## config.mk

```make
export PLATFORM = sky130hd
export DESIGN_NAME = periph_int_ctrl
export DESIGN_NICKNAME = d
export VERILOG_FILES = /design/src/rtl/periph_int_ctrl.sv
export SDC_FILE = /design/constraint.sdc
export NUM_CORES = 1
export LEC_CHECK = 0
export BUFFER_PORTS_ARGS = -buffer_cell sky130_fd_sc_hd__buf_2
export CAP_MARGIN = 15
export CORE_UTILIZATION = 35
export CTS_BUF_LIST = sky130_fd_sc_hd__clkbuf_8 sky130_fd_sc_hd__clkbuf_16
export DETAILED_ROUTE_END_ITERATION = 6
export MAX_ROUTING_LAYER = met4
export SETUP_SLACK_MARGIN = 0.02
export SLEW_MARGIN = 15
export SYNTH_ARGS = -nofsm -noshare
export SYNTH_HDL_FRONTEND = slang
export SYNTH_SLANG_ARGS = --single-unit
```

## constraint.sdc

```tcl
create_clock -name clk -period 5.4 [get_ports clk]
set_clock_uncertainty 0.05 [all_clocks]
set_input_delay 0.27 -clock clk [delete_from_list [all_inputs] [get_ports clk]]
set_output_delay 0.27 -clock clk [all_outputs]
set_load 0.02 [all_outputs]
```

## src/rtl/periph_int_ctrl.sv

```systemverilog
// periph_int_ctrl: latches rising edges of peripheral IRQ lines as pending and presents the
//   lowest-index enabled source to the CSR unit as peripheral_int_code (index+1, 0 = none).
// Latency: edge sampled at clock k -> pending after k, code after k+1 (k+3 with IRQ_SYNC_EN).
// Flow: one source in flight; software claims via CLAIM read and releases via COMPLETE write.
// Optional build macro IRQ_SYNC_EN: two-flop synchronizer on irq_in for asynchronous sources.

`ifndef INT_CODE_WIDTH
`define INT_CODE_WIDTH 5
`endif

module periph_int_ctrl #(
  parameter int IRQ_NUM = 8,
  parameter int CODE_W  = `INT_CODE_WIDTH
) (
  input  logic               clk,
  input  logic               rst_n,
  input  logic [IRQ_NUM-1:0] irq_in,
  input  logic [3:0]         reg_addr,
  input  logic [31:0]        reg_wdata,
  input  logic               reg_we,
  input  logic               reg_re,
  output logic [31:0]        reg_rdata,
  output logic [CODE_W-1:0]  peripheral_int_code,
  output logic               irq_busy
);

  localparam int ID_W = (IRQ_NUM > 1) ? $clog2(IRQ_NUM) : 1;

  typedef enum logic [1:0] {IDLE, PRESENT, SERVICE} state_t;

  state_t              state_q, state_d;
  logic [IRQ_NUM-1:0]  irq_s;
  logic [IRQ_NUM-1:0]  irq_q;
  logic [IRQ_NUM-1:0]  rise;
  logic [IRQ_NUM-1:0]  pending_q, pending_d;
  logic [IRQ_NUM-1:0]  enable_q, enable_d;
  logic [IRQ_NUM-1:0]  pend_clr;
  logic [IRQ_NUM-1:0]  req;
  logic [ID_W-1:0]     cur_id_q, cur_id_d;
  logic [ID_W-1:0]     win_id;
  logic                win_any;
  logic [CODE_W-1:0]   code_q, code_d;
  logic [31:0]         cur_num;
  logic                claim_rd;
  logic                cmpl_wr;
  logic                en_wr;

`ifdef IRQ_SYNC_EN
  logic [IRQ_NUM-1:0] sync1_q, sync2_q;

  // Two-flop synchronizer so asynchronous peripheral lines can be sampled safely
  always_ff @(posedge clk or negedge rst_n) begin
    if (!rst_n) begin
      sync1_q <= '0;
      sync2_q <= '0;
    end else begin
      sync1_q <= irq_in;
      sync2_q <= sync1_q;
    end
  end

  assign irq_s = sync2_q;
`else
  assign irq_s = irq_in;
`endif

  assign rise     = irq_s & ~irq_q;
  assign cur_num  = 32'(cur_id_q) + 32'd1;
  assign en_wr    = reg_we && (reg_addr[3:2] == 2'd0);
  // Claim side effects only exist while a source is being presented
  assign claim_rd = reg_re && (reg_addr[3:2] == 2'd2) && (state_q == PRESENT);
  assign cmpl_wr  = reg_we && (reg_addr[3:2] == 2'd3) && (state_q == SERVICE) &&
                    (reg_wdata == cur_num);

  // Fixed priority: lowest index among pending and enabled sources wins
  always_comb begin
    req     = pending_q & enable_q;
    win_id  = '0;
    win_any = 1'b0;
    for (int i = IRQ_NUM - 1; i >= 0; i--) begin
      if (req[i]) begin
        win_id  = ID_W'(i);
        win_any = 1'b1;
      end
    end
  end

  // Next-state for the presentation FSM, pending set/clear and enable writes
  always_comb begin
    state_d  = state_q;
    cur_id_d = cur_id_q;
    code_d   = code_q;
    pend_clr = '0;
    unique case (state_q)
      IDLE: begin
        if (win_any) begin
          cur_id_d = win_id;
          code_d   = CODE_W'(win_id) + CODE_W'(1);
          state_d  = PRESENT;
        end
      end
      PRESENT: begin
        // A claim beats a same-cycle enable change; a disabled source is withdrawn but stays pending
        if (claim_rd) begin
          pend_clr[cur_id_q] = 1'b1;
          code_d             = '0;
          state_d            = SERVICE;
        end else if (!enable_q[cur_id_q]) begin
          code_d  = '0;
          state_d = IDLE;
        end
      end
      SERVICE: begin
        if (cmpl_wr) begin
          state_d = IDLE;
        end
      end
      default: begin
        code_d  = '0;
        state_d = IDLE;
      end
    endcase
    // A new edge on the bit being claimed survives the clear
    pending_d = (pending_q & ~pend_clr) | rise;
    enable_d  = en_wr ? reg_wdata[IRQ_NUM-1:0] : enable_q;
  end

  // State and register flops; reset discards any in-flight claim
  always_ff @(posedge clk or negedge rst_n) begin
    if (!rst_n) begin
      state_q   <= IDLE;
      irq_q     <= '0;
      pending_q <= '0;
      enable_q  <= '0;
      cur_id_q  <= '0;
      code_q    <= '0;
    end else begin
      state_q   <= state_d;
      irq_q     <= irq_s;
      pending_q <= pending_d;
      enable_q  <= enable_d;
      cur_id_q  <= cur_id_d;
      code_q    <= code_d;
    end
  end

  // Register window read mux, combinational from the offset
  always_comb begin
    reg_rdata = '0;
    unique case (reg_addr[3:2])
      2'd0:    reg_rdata = 32'(enable_q);
      2'd1:    reg_rdata = 32'(pending_q);
      2'd2:    reg_rdata = (state_q == PRESENT) ? cur_num : 32'd0;
      default: reg_rdata = '0;
    endcase
  end

  assign peripheral_int_code = code_q;
  assign irq_busy            = (state_q != IDLE);

endmodule
```

==> out/summary.md, run 1 <==
* finished, violations left — outcome
* hold timing — failing checks
* reg -> out — worst setup path category
* 2.451 ns — min Tclk post-route
* nand3_1, or4b_2, o21ai_0, buf_2 — CP cell instances
* 0.390 — power share of the sequential group
* 33 — Final Hold Fails
* 2.13 ns — Arrival @ worst endpoint
* register — kind of start point of the critical path
* 0.67 ns — Critical Path Max Stage Delay
* 5854 um2 — total die area
* 0.359 — combinational cell fraction of total power
* 0.29 ns — later-pin clock latency in the skew report
* 19.19% — layout overhead on the synthesized area
* 0.3830 — proportion of total power due to net switching
* sky130_fd_sc_hd__dfrtp_1, sky130_fd_sc_hd__buf_4, sky130_fd_sc_hd__mux2i_1 — Synth area leaders
* reg_rdata[3] — endpoint of the most critical setup path
* 0 — hold bufs inserted after CTS
* 33 — clock net sink count
* 4.854 — vias per cell
* 13.05 um — WL per Instance
* 5238 um2 — area of the core
* 4125 um — routed wire length
* 2 — H-tree levels
* done — clock tree from TritonCTS
* sky130_fd_sc_hd__clkbuf_8 — Root Buffer Master
* 0 — number of warnings printed during yosys synthesis
* 0.08 ns — Clk pin slew, worst setup/hold paths
* sky130_fd_sc_hd__dfrtp_1 — library cell contributing the largest single delay on the critical path
* 3.233 ns — setup slack after placement
* 0.3710 — initial standard-cell utilization of the core
* 180.0 uV — Peak supply drop
* 0.4539 — share of the clock period used by the worst path
* sky130_fd_sc_hd__dfrtp_1 — top-count cell post-synth
* 10.50 um2 — Avg Cell Area, Syn
* 0 — remaining antenna violation count
* 0 ns — final total negative setup slack
* 1943 um2 — post-synthesis instance area
* false — setup repair after global routing missed its margin
* 0 — reported max-cap violation count
* 5.08 ns — required time worst endpoint
* 0 — Final Max Slew Viols
* 295 — final net count
* 76.51 um — vertical extent of the die
* 404.8 nW/um2 — total power divided by cell area
* 33 — number of storage elements in the synthesis netlist
* 0 — number of buffers inserted to repair setup after CTS
* cur_id_q[0] — Crit. Startpoint
* 0 — remaining global-route overflow
* 5 — CTS buffer count
* 0.7143 ns — actual slew at the worst max-slew pin
* 2 — deepest clock path buffer count
* 26 — number of core rows
* 0.4080 GHz — Max Freq
* 578.5 uW — internal power
* 0.4422 — Final Core Density
* 1.000 — fraction of synthesis flops using an asynchronous set or reset pin
* 1534 — vias after detailed routing
* 41 — count of different cell masters after synthesis
* enable_q[3] — r2r startpoint
* 3184 um — final HPWL from detailed placement
* 0 — setup violation total in the final timing report
* primary output — capturing element type of the critical path
* 83 — number of DRC markers in iteration 0
* 185 — number of cells produced by synthesis
* 359.1 uW — net switching power
* 2.949 ns — final worst setup slack
* sky130_fd_sc_hd__dfrtp_1, sky130_fd_sc_hd__buf_4, sky130_fd_sc_hd__inv_1, sky130_fd_sc_hd__o21ai_0, sky130_fd_sc_hd__mux2i_1 — Post-synth top cells
* 0.3415 — fraction of final layout cells with drive strength greater than 1
* 0.8208 — routability-driven placement congestion ratio
* 76.51 um — die width
* cur_id_q[1] — Crit Reg-Reg Endpoint
* 0.001113 uW — static leakage
* 0 — initial antenna violation count
* 7031 um — global-route wire length before repair
* -0.01912 ns — final-layout worst hold slack
* 4 — number of cells on the worst reg-to-reg path
* 0.5238 — worst-case headroom to the max-slew limit
* 0.252 — relative contribution of the clock network to total power
* sky130_fd_sc_hd__dfrtp_1 — dominant synthesized flop cell
* 4 — Detailed Routing Iterations Pass 1
* 1493 — via count of the first global-routing pass
* 0.4250 — Seq/Total Area, Yosys
* 535 — Filler Cell Count
* 0 — antenna diode instance count
* 34 — largest net degree at the start of global routing
* 0.4250 — Yosys top cell area share
* in -> async — worst min-delay path class
* 3.26 ns — minimum setup slack among reg-to-reg paths
* 13 — worst-path fanout max
* 58 — Port-buffer cells
* 86 — number of top-level pins
* 0 — number of flops mapped to enable cells by yosys
* 0.1553 — overall global routing resource usage
* sky130_fd_sc_hd__dfrtp_1 — top cell type by total area after synthesis
* 0 — quantity of gates resized following cts
* 0 — total DRC errors in the routed layout
[registers in the layout, indices dropped and copies added (netlist names)]
signal	cells
enable_q	8
irq_q	8
pending_q	8
peripheral_int_code	4
cur_id_q	3
state_q	2
[worst max-delay path, delay by kind of cell, from the launching register on]
kind	cells	cell delay (ns)
flip-flops	1	0.67
buffers and inverters	1	0.20
AND/OR/NAND/NOR	2	0.87
AO/OA/AOI/OAI	1	0.11
[layout by cell type (no fill, tap or decap), types with 6 or more instances in the layout]
| cell type | n |
|---|---|
| sky130_fd_sc_hd__buf_2 | 58 |
| sky130_fd_sc_hd__inv_1 | 14 |
| sky130_fd_sc_hd__nor4_1 | 6 |
| sky130_fd_sc_hd__o41ai_1 | 7 |
| sky130_fd_sc_hd__mux2i_1 | 12 |
| sky130_fd_sc_hd__dfrtp_1 | 33 |
| sky130_fd_sc_hd__mux2_2 | 10 |
| sky130_fd_sc_hd__conb_1 | 25 |
| sky130_fd_sc_hd__o21ai_0 | 13 |
| sky130_fd_sc_hd__nor2_1 | 8 |
[per-stage QoR]
stage	hold WS, ns	std cells	cell area, um2	total power [uW]
global route	0.03287	316	2316	997.2
CTS	0.01728	316	2316	944.8
detailed placement	0.3269	308	2201	710.2
global placement	0.3182	308	2201	704.9
finish	-0.01912	316	2316	937.6
floorplan	-0.07559	209	2033	624.9
[cell families (layout without fill, tap and decap cells)]
| family | count (synthesis) | after routing | share of synthesized area |
|---|---|---|---|
| AO/OA/AOI/OAI | 41 | 41 | 0.1597 |
| XOR/XNOR | 5 | 5 | 0.02254 |
| adder cells (fa/ha/maj) | 2 | 2 | 0.01288 |
| buffers and inverters | 43 | 80 | 0.1352 |
| flip-flops | 33 | 33 | 0.4250 |
| multiplexers | 23 | 23 | 0.1314 |
| other | 1 | 25 | 0.001930 |
| AND/OR/NAND/NOR | 37 | 37 | 0.1114 |
[metal layers]
layer,up-vias,wire length (um),track usage
met5,-,0,-
li1,752,-,-
met2,49,1983,0.2477
met1,731,1956,0.1967
met3,2,168,0.03593
met4,0,17,0.04423
[layout make-up]
type,instances,area (um2),share of cell area
clock buffers,5,68.82,0.02971
clock inverters,3,46.29,0.01999
inverters,14,52.55,0.02269
multi-input cells,133,944.7,0.4079
flip-flops and latches,33,825.8,0.3566
well taps,70,87.58,0.03782
repair buffers,58,290.3,0.1253
[power by group through the flow]
stage	clock, uW	sequential [uW]	combinational [uW]
2_1_floorplan	0	346	279
3_3_place_gp	0	371	334
3_5_place_dp	0	370	340
4_1_cts	238	366	341
5_1_grt	249	376	372
6_report	236	365	336
[worst min-delay path by stage]
stage | slack [ns] | endpoint | from | cells after the start
global placement | 0.32 | irq_q[1] | rst_n | 1
CTS | 0.02 | irq_q[5] | rst_n | 1
floorplan | -0.08 | cur_id_q[0] | rst_n | 0
detailed placement | 0.33 | irq_q[1] | rst_n | 1
global route | 0.03 | irq_q[6] | irq_in[6] | 1
finish | -0.02 | irq_q[5] | rst_n | 1
Note: power is estimated with default switching activity, not from simulation.
==> inputs of run 2 (changes only) <==
--- a/config.mk
+++ b/config.mk
@@ -5,6 +5,7 @@
 export SDC_FILE = /design/constraint.sdc
 export NUM_CORES = 1
 export LEC_CHECK = 0
+export ABC_AREA = 1
 export BUFFER_PORTS_ARGS = -buffer_cell sky130_fd_sc_hd__buf_2
 export CAP_MARGIN = 15
 export CORE_UTILIZATION = 35
==> constraint.sdc (replaced) <==
create_clock -name clk -period 2.15 [get_ports clk]
set_clock_uncertainty 0.05 [all_clocks]
set_input_delay 0.1075 -clock clk [delete_from_list [all_inputs] [get_ports clk]]
set_output_delay 0.1075 -clock clk [all_outputs]
set_load 0.02 [all_outputs]
==> out/summary.md, run 2 <==
* 426 — count of non-filler cells in the finished layout
* 0.5405 ns — setup slack after placement
* 2051 um2 — post-synthesis instance area
* 6 — worst-path fanout max
* 10.94 um — WL per Instance
* 78.55 um — die width
* 603 — Filler Cell Count
* register — kind of start point of the critical path
* 0 — Final Hold Fails
* 4.385 — vias per cell
* 0.3684 ns — final worst setup slack
* 0.7310 ns — actual slew at the worst max-slew pin
* 2319 um — sum of met2 wire segment lengths after detailed routing
* 3679 um — final HPWL from detailed placement
* in -> reg — worst min-delay path class
* 281 — number of cells produced by synthesis
* 0.001396 uW — static leakage
* 58 — Port-buffer cells
* 33 — number of storage elements in the synthesis netlist
* 2039 um — WL met1
* 0.5613 GHz — Max Freq
* 2 — H-tree levels
* sky130_fd_sc_hd__nand2_1 — leading cell type in the layout, fill and taps excluded
* false — setup repair after global routing missed its margin
* 825.8 um2 — Seq. cell area
* 0 — initial antenna violation count
* 1.99 ns — required time worst endpoint
* 34 — largest net degree at the start of global routing
* 0 — number of buffers inserted to repair setup after CTS
* 0.07 ns — Clk pin slew, worst setup/hold paths
* 0.360 — power share of the sequential group
* sky130_fd_sc_hd__nand2_1, sky130_fd_sc_hd__inv_1, sky130_fd_sc_hd__dfrtp_1, sky130_fd_sc_hd__nor2_1, sky130_fd_sc_hd__buf_4 — Post-synth top cells
* 0.2429 — fraction of final layout cells with drive strength greater than 1
* 1.000 — fraction of synthesis flops using an asynchronous set or reset pin
* 0 — number of flops mapped to enable cells by yosys
* 0.4536 — Final Core Density
* 426.4 uV — Peak supply drop
* 409 — total placed cells including tap cells
* 23.31% — layout overhead on the synthesized area
* 4660 um — routed wire length
* 58 — number of DRC markers in iteration 0
* 0 — antenna diode instance count
* 7.298 um2 — Avg Cell Area, Syn
* 0 — number of warnings printed during yosys synthesis
* 0 — total DRC errors in the routed layout
* 0.3832 — proportion of total power due to net switching
* 0 — reported max-cap violation count
* 0.04179 ns — final-layout worst hold slack
* 0 — remaining global-route overflow
* 78.55 um — vertical extent of the die
* sky130_fd_sc_hd__dfrtp_1, sky130_fd_sc_hd__nand2_1, sky130_fd_sc_hd__buf_4 — Synth area leaders
* 2 — deepest clock path buffer count
* 5574 um2 — area of the core
* 0.4027 — Yosys top cell area share
* 0.8462 — routability-driven placement congestion ratio
* 9 — hold bufs inserted after CTS
* 854.6 uW — net switching power
* 33 — clock net sink count
* primary output — capturing element type of the critical path
* 249 um — total length of routed met3 wires
* done — clock tree from TritonCTS
* 882.0 nW/um2 — total power divided by cell area
* 0.29 ns — later-pin clock latency in the skew report
* sky130_fd_sc_hd__nand2_1 — top-count cell post-synth
* 0 — quantity of gates resized following cts
* 7852 um — global-route wire length before repair
* 1.782 ns — min Tclk post-route
* 27 — count of different cell masters after synthesis
* 0.5127 — worst-case headroom to the max-slew limit
* 1.62 ns — Arrival @ worst endpoint
* 1868 — vias after detailed routing
* 5 — CTS buffer count
* 0 ns — final total negative setup slack
* 949.7 um2 — total area of multi-input combinational cells
* 0.4027 — Seq/Total Area, Yosys
* reg -> out — worst setup path category
* 0 — remaining antenna violation count
* 0.268 — relative contribution of the clock network to total power
* 1376 uW — internal power
* sky130_fd_sc_hd__dfrtp_1 — dominant synthesized flop cell
* 0.1704 — overall global routing resource usage
* 0 — Final Max Slew Viols
* 0.372 — combinational cell fraction of total power
* enable_q: 8 flops, irq_q: 8 flops, pending_q: 8 flops — Largest regs
* sky130_fd_sc_hd__nand2_1, sky130_fd_sc_hd__buf_2, sky130_fd_sc_hd__inv_1 — most frequent cells in the layout
* 27 — number of core rows
* 403 — final net count
* sky130_fd_sc_hd__clkbuf_8 — Root Buffer Master
* complete, no violations — outcome
* 0 — setup violation total in the final timing report
* 1759 — via count of the first global-routing pass
* 0.3679 — initial standard-cell utilization of the core
* 0.53 ns — minimum setup slack among reg-to-reg paths
* sky130_fd_sc_hd__dfrtp_1 — top cell type by total area after synthesis
* met4 — uppermost layer routed
* 0.8287 — share of the clock period used by the worst path
* 6169 um2 — total die area
* 4 — Detailed Routing Iterations Pass 1
* 86 — number of top-level pins
run 2: changes by cell type after synthesis, moves of 7 or more:
cell	before	now
sky130_fd_sc_hd__mux2_2	10	0
sky130_fd_sc_hd__nand3_1	4	15
sky130_fd_sc_hd__o41ai_1	7	0
sky130_fd_sc_hd__o21ai_1	0	9
sky130_fd_sc_hd__nor2_1	8	33
sky130_fd_sc_hd__nand2_1	5	71
sky130_fd_sc_hd__mux2i_1	12	0
sky130_fd_sc_hd__nand2_2	0	10
sky130_fd_sc_hd__inv_1	14	39
run 2: area by class of cell:
type,instances,share of cell area
inverters,41,0.06284
clock buffers,6,0.03266
multi-input cells,204,0.3756
clock inverters,2,0.01336
repair buffers,68,0.1534
flip-flops and latches,33,0.3266
well taps,72,0.03563
run 2: final timing paths:
kind / startpoint / endpoint / depth (start not counted)
setup / recovery: cur_id_q[1] / reg_rdata[2] / 5
hold / removal: reg_wdata[7] / enable_q[7] / 3
setup reg to reg: pending_q[7] / peripheral_int_code[2] / 14
hold reg to reg: irq_q[2] / pending_q[2] / 1
max in group asynchronous: rst_n / peripheral_int_code[2] / 2
min in group asynchronous: rst_n / enable_q[4] / 2
run 2: metrics by stage:
| step | total power (uW) | cell area (um2) |
|---|---|---|
| 2_1_floorplan | 1442 | 2141 |
| 3_3_place_gp | 1627 | 2322 |
| 3_5_place_dp | 1638 | 2322 |
| 4_1_cts | 2259 | 2529 |
| 5_1_grt | 2399 | 2529 |
| 6_report | 2230 | 2529 |
run 2: worst max-delay path, stage by stage, from the launching register on:
cell and delay [ns]:
sky130_fd_sc_hd__dfrtp_1 0.47, sky130_fd_sc_hd__ha_1 0.24, sky130_fd_sc_hd__or2_1 0.24, sky130_fd_sc_hd__nand3_1 0.11
sky130_fd_sc_hd__o211ai_1 0.11, sky130_fd_sc_hd__buf_2 0.18
run 2: logic make-up after synthesis:
group / synth area share
simple gates: 0.2916
other cells: 0.001829
buf+inv: 0.1782
flops: 0.4027
xor+xnor: 0.01282
compound gates: 0.1007
fa+ha+maj: 0.01220
run 2: metal layers:
layer	track usage	vias up
met5	-	-
met1	0.2048	844
li1	-	963
met2	0.2887	54
met4	0.05000	0
met3	0.03256	7
run 2: power groups by stage:
stage / clock network (uW) / logic, uW / registers [uW]
global route: 644 / 943 / 812
finish: 597 / 829 / 804
floorplan: 0 / 632 / 810
CTS: 614 / 843 / 802
detailed placement: 0 / 827 / 811
global placement: 0 / 815 / 811
==> inputs of run 3 (changes only) <==
==> constraint.sdc (replaced) <==
create_clock -name clk -period 1.55 [get_ports clk]
set_clock_uncertainty 0.05 [all_clocks]
set_input_delay 0.0775 -clock clk [delete_from_list [all_inputs] [get_ports clk]]
set_output_delay 0.0775 -clock clk [all_outputs]
set_load 0.02 [all_outputs]
==> out/summary.md, run 3 (synthesized netlist as in run 2, its figures left out) <==
* 0 — reported max-cap violation count
* sky130_fd_sc_hd__dfrtp_2 — library cell contributing the largest single delay on the critical path
* 27 — number of core rows
* true — setup repair after global routing missed its margin
* 33 — clock net sink count
* 78.55 um — vertical extent of the die
* sky130_fd_sc_hd__nand2_1 — leading cell type in the layout, fill and taps excluded
* sky130_fd_sc_hd__nand2_1, sky130_fd_sc_hd__buf_2, sky130_fd_sc_hd__inv_1 — most frequent cells in the layout
* 1.604 ns — min Tclk post-route
* 0.5523 ns — actual slew at the worst max-slew pin
* 2 — H-tree levels
* 1 — number of buffers and inverters on the critical path
* 1925 — via count of the first global-routing pass
* 0 — antenna diode instance count
* 0.3679 — initial standard-cell utilization of the core
* primary output — capturing element type of the critical path
* -0.05359 ns — final worst setup slack
* 2372 um2 — area post-placement
* 1.42 ns — required time worst endpoint
* 4.489 — vias per cell
* 6169 um2 — total die area
* done — clock tree from TritonCTS
* 1 — setup violation total in the final timing report
* 5 — Worst path depth
* 448 — count of non-filler cells in the finished layout
* 425 — final net count
* 34 — largest net degree at the start of global routing
* 5070 um — routed wire length
* 0.29 ns — later-pin clock latency in the skew report
* 4 — Detailed Routing Iterations Pass 1
* pending_q[7] — r2r startpoint
* 0 — initial antenna violation count
* 0 — remaining global-route overflow
* 78.55 um — die width
* 58 — Port-buffer cells
* finished, violations left — outcome
* 0 — Final Max Slew Viols
* 563.5 uV — Peak supply drop
* 0.6236 GHz — Max Freq
* 0.02196 ns — final-layout worst hold slack
* 3645 uW — Final Total Pwr
* 0.43 ns — Critical Path Max Stage Delay
* 0 — Final Hold Fails
* 88 — number of DRC markers in iteration 0
* 0 — remaining antenna violation count
* reg_rdata[2] — endpoint of the most critical setup path
* 39.35% — layout overhead on the synthesized area
* 1275 nW/um2 — total power divided by cell area
* 5574 um2 — area of the core
* in -> reg — worst min-delay path class
* register — kind of start point of the critical path
* 414 — total placed cells including tap cells
* 0 — total DRC errors in the routed layout
* 14 — number of cells on the worst reg-to-reg path
* setup timing — failing checks
* reg -> out — worst setup path category
* 5 — CTS buffer count
* 2 — deepest clock path buffer count
* 1.48 ns — Arrival @ worst endpoint
* 0.06 ns — Clk pin slew, worst setup/hold paths
* 2 — worst-path fanout max
* 0.1730 — overall global routing resource usage
* 86 — number of top-level pins
* flip-flops — kind of cell adding the most delay to the critical path
* 8052 um — global-route wire length before repair
* peripheral_int_code[2] — Crit Reg-Reg Endpoint
* 3656 um — final HPWL from detailed placement
* 1.035 — share of the clock period used by the worst path
* 0.3590 — fraction of final layout cells with drive strength greater than 1
* 11.32 um — WL per Instance
* 2858 um2 — summed area of non-filler cells in the final layout
* 0.001509 uW — static leakage
* 0.03 ns — minimum setup slack among reg-to-reg paths
* 0.9109 — routability-driven placement congestion ratio
* 2011 — vias after detailed routing
* sky130_fd_sc_hd__clkbuf_8 — Root Buffer Master
* enable_q: 8 flops, irq_q: 8 flops, pending_q: 8 flops — Largest regs
* cur_id_q[0] — Crit. Startpoint
* ha_4, or2_4, nand3_2, o211ai_1, buf_4 — CP cell instances
* 0.6309 — worst-case headroom to the max-slew limit
run 3: cell count changes in the layout (fill, tap and decap cells not counted), moves of 3 or more:
cell | before | now
sky130_fd_sc_hd__nand2_1 | 71 | 59
sky130_fd_sc_hd__buf_4 | 1 | 21
sky130_fd_sc_hd__buf_6 | 0 | 3
sky130_fd_sc_hd__nand3_1 | 15 | 8
sky130_fd_sc_hd__nand3_2 | 0 | 7
sky130_fd_sc_hd__inv_1 | 40 | 35
sky130_fd_sc_hd__nand2_2 | 10 | 20
sky130_fd_sc_hd__buf_2 | 58 | 54
sky130_fd_sc_hd__inv_2 | 1 | 6
run 3: area by class of cell:
class                      instances  area, um2
tap                               72      90.09
multi-input combinational        204       1066
sequential                        33      827.0
clock buffer                       6      82.58
fill                             552       2716
clock inverter                     2      33.78
timing repair buffer              90      591.8
inverter                          41      166.4
run 3: timing repair:
| action | 4_1_cts | 5_1_grt |
|---|---|---|
| setup buffers | 9 | 6 |
| endpoints found under the setup margin | 6 | 10 |
| hold buffers | 11 | 0 |
| pin swaps | 7 | 19 |
| endpoints found under the hold margin | 51 | 0 |
| gates resized for setup | 15 | 28 |
run 3: worst min-delay path, cell delays in order:
cell	delay (ns)
sky130_fd_sc_hd__buf_2	0.11
sky130_fd_sc_hd__nand2_4	0.07
sky130_fd_sc_hd__nand2_1	0.06
run 3: power by group:
part	switching (uW)	total (uW)	internal, uW
Combinational	963	1700	739
Sequential	107	1100	998
Clock	320	837	518
run 3: stage by stage:
step,TNS [ns],worst slack [ns],utilization
6_report,-0.05359,-0.05359,0.5127
5_1_grt,-0.3630,-0.1081,0.5127
4_1_cts,-0.1021,-0.07253,0.4882
3_5_place_dp,-0.04890,-0.04890,0.4256
3_3_place_gp,-0.02140,-0.02140,0.4256
2_1_floorplan,0,0.08618,-
run 3: per-layer routing:
metal  up-vias  track usage  routed length (um)
met1       956       0.1964                2231
li1       1004            -                   -
met2        46       0.3052                2612
met4         0      0.05556                  43
met5         -            -                   0
met3         5      0.03256                 183
run 3: worst min-delay path by stage:
stage                     cells after the start    from     endpoint
after floorplan                               0   rst_n  cur_id_q[0]
after global placement                        2   rst_n     irq_q[5]
after detailed placement                      2   rst_n     irq_q[5]
after CTS                                     3  reg_re   state_q[1]
after global routing                          3  reg_re   state_q[1]
final                                         3  reg_re   state_q[1]
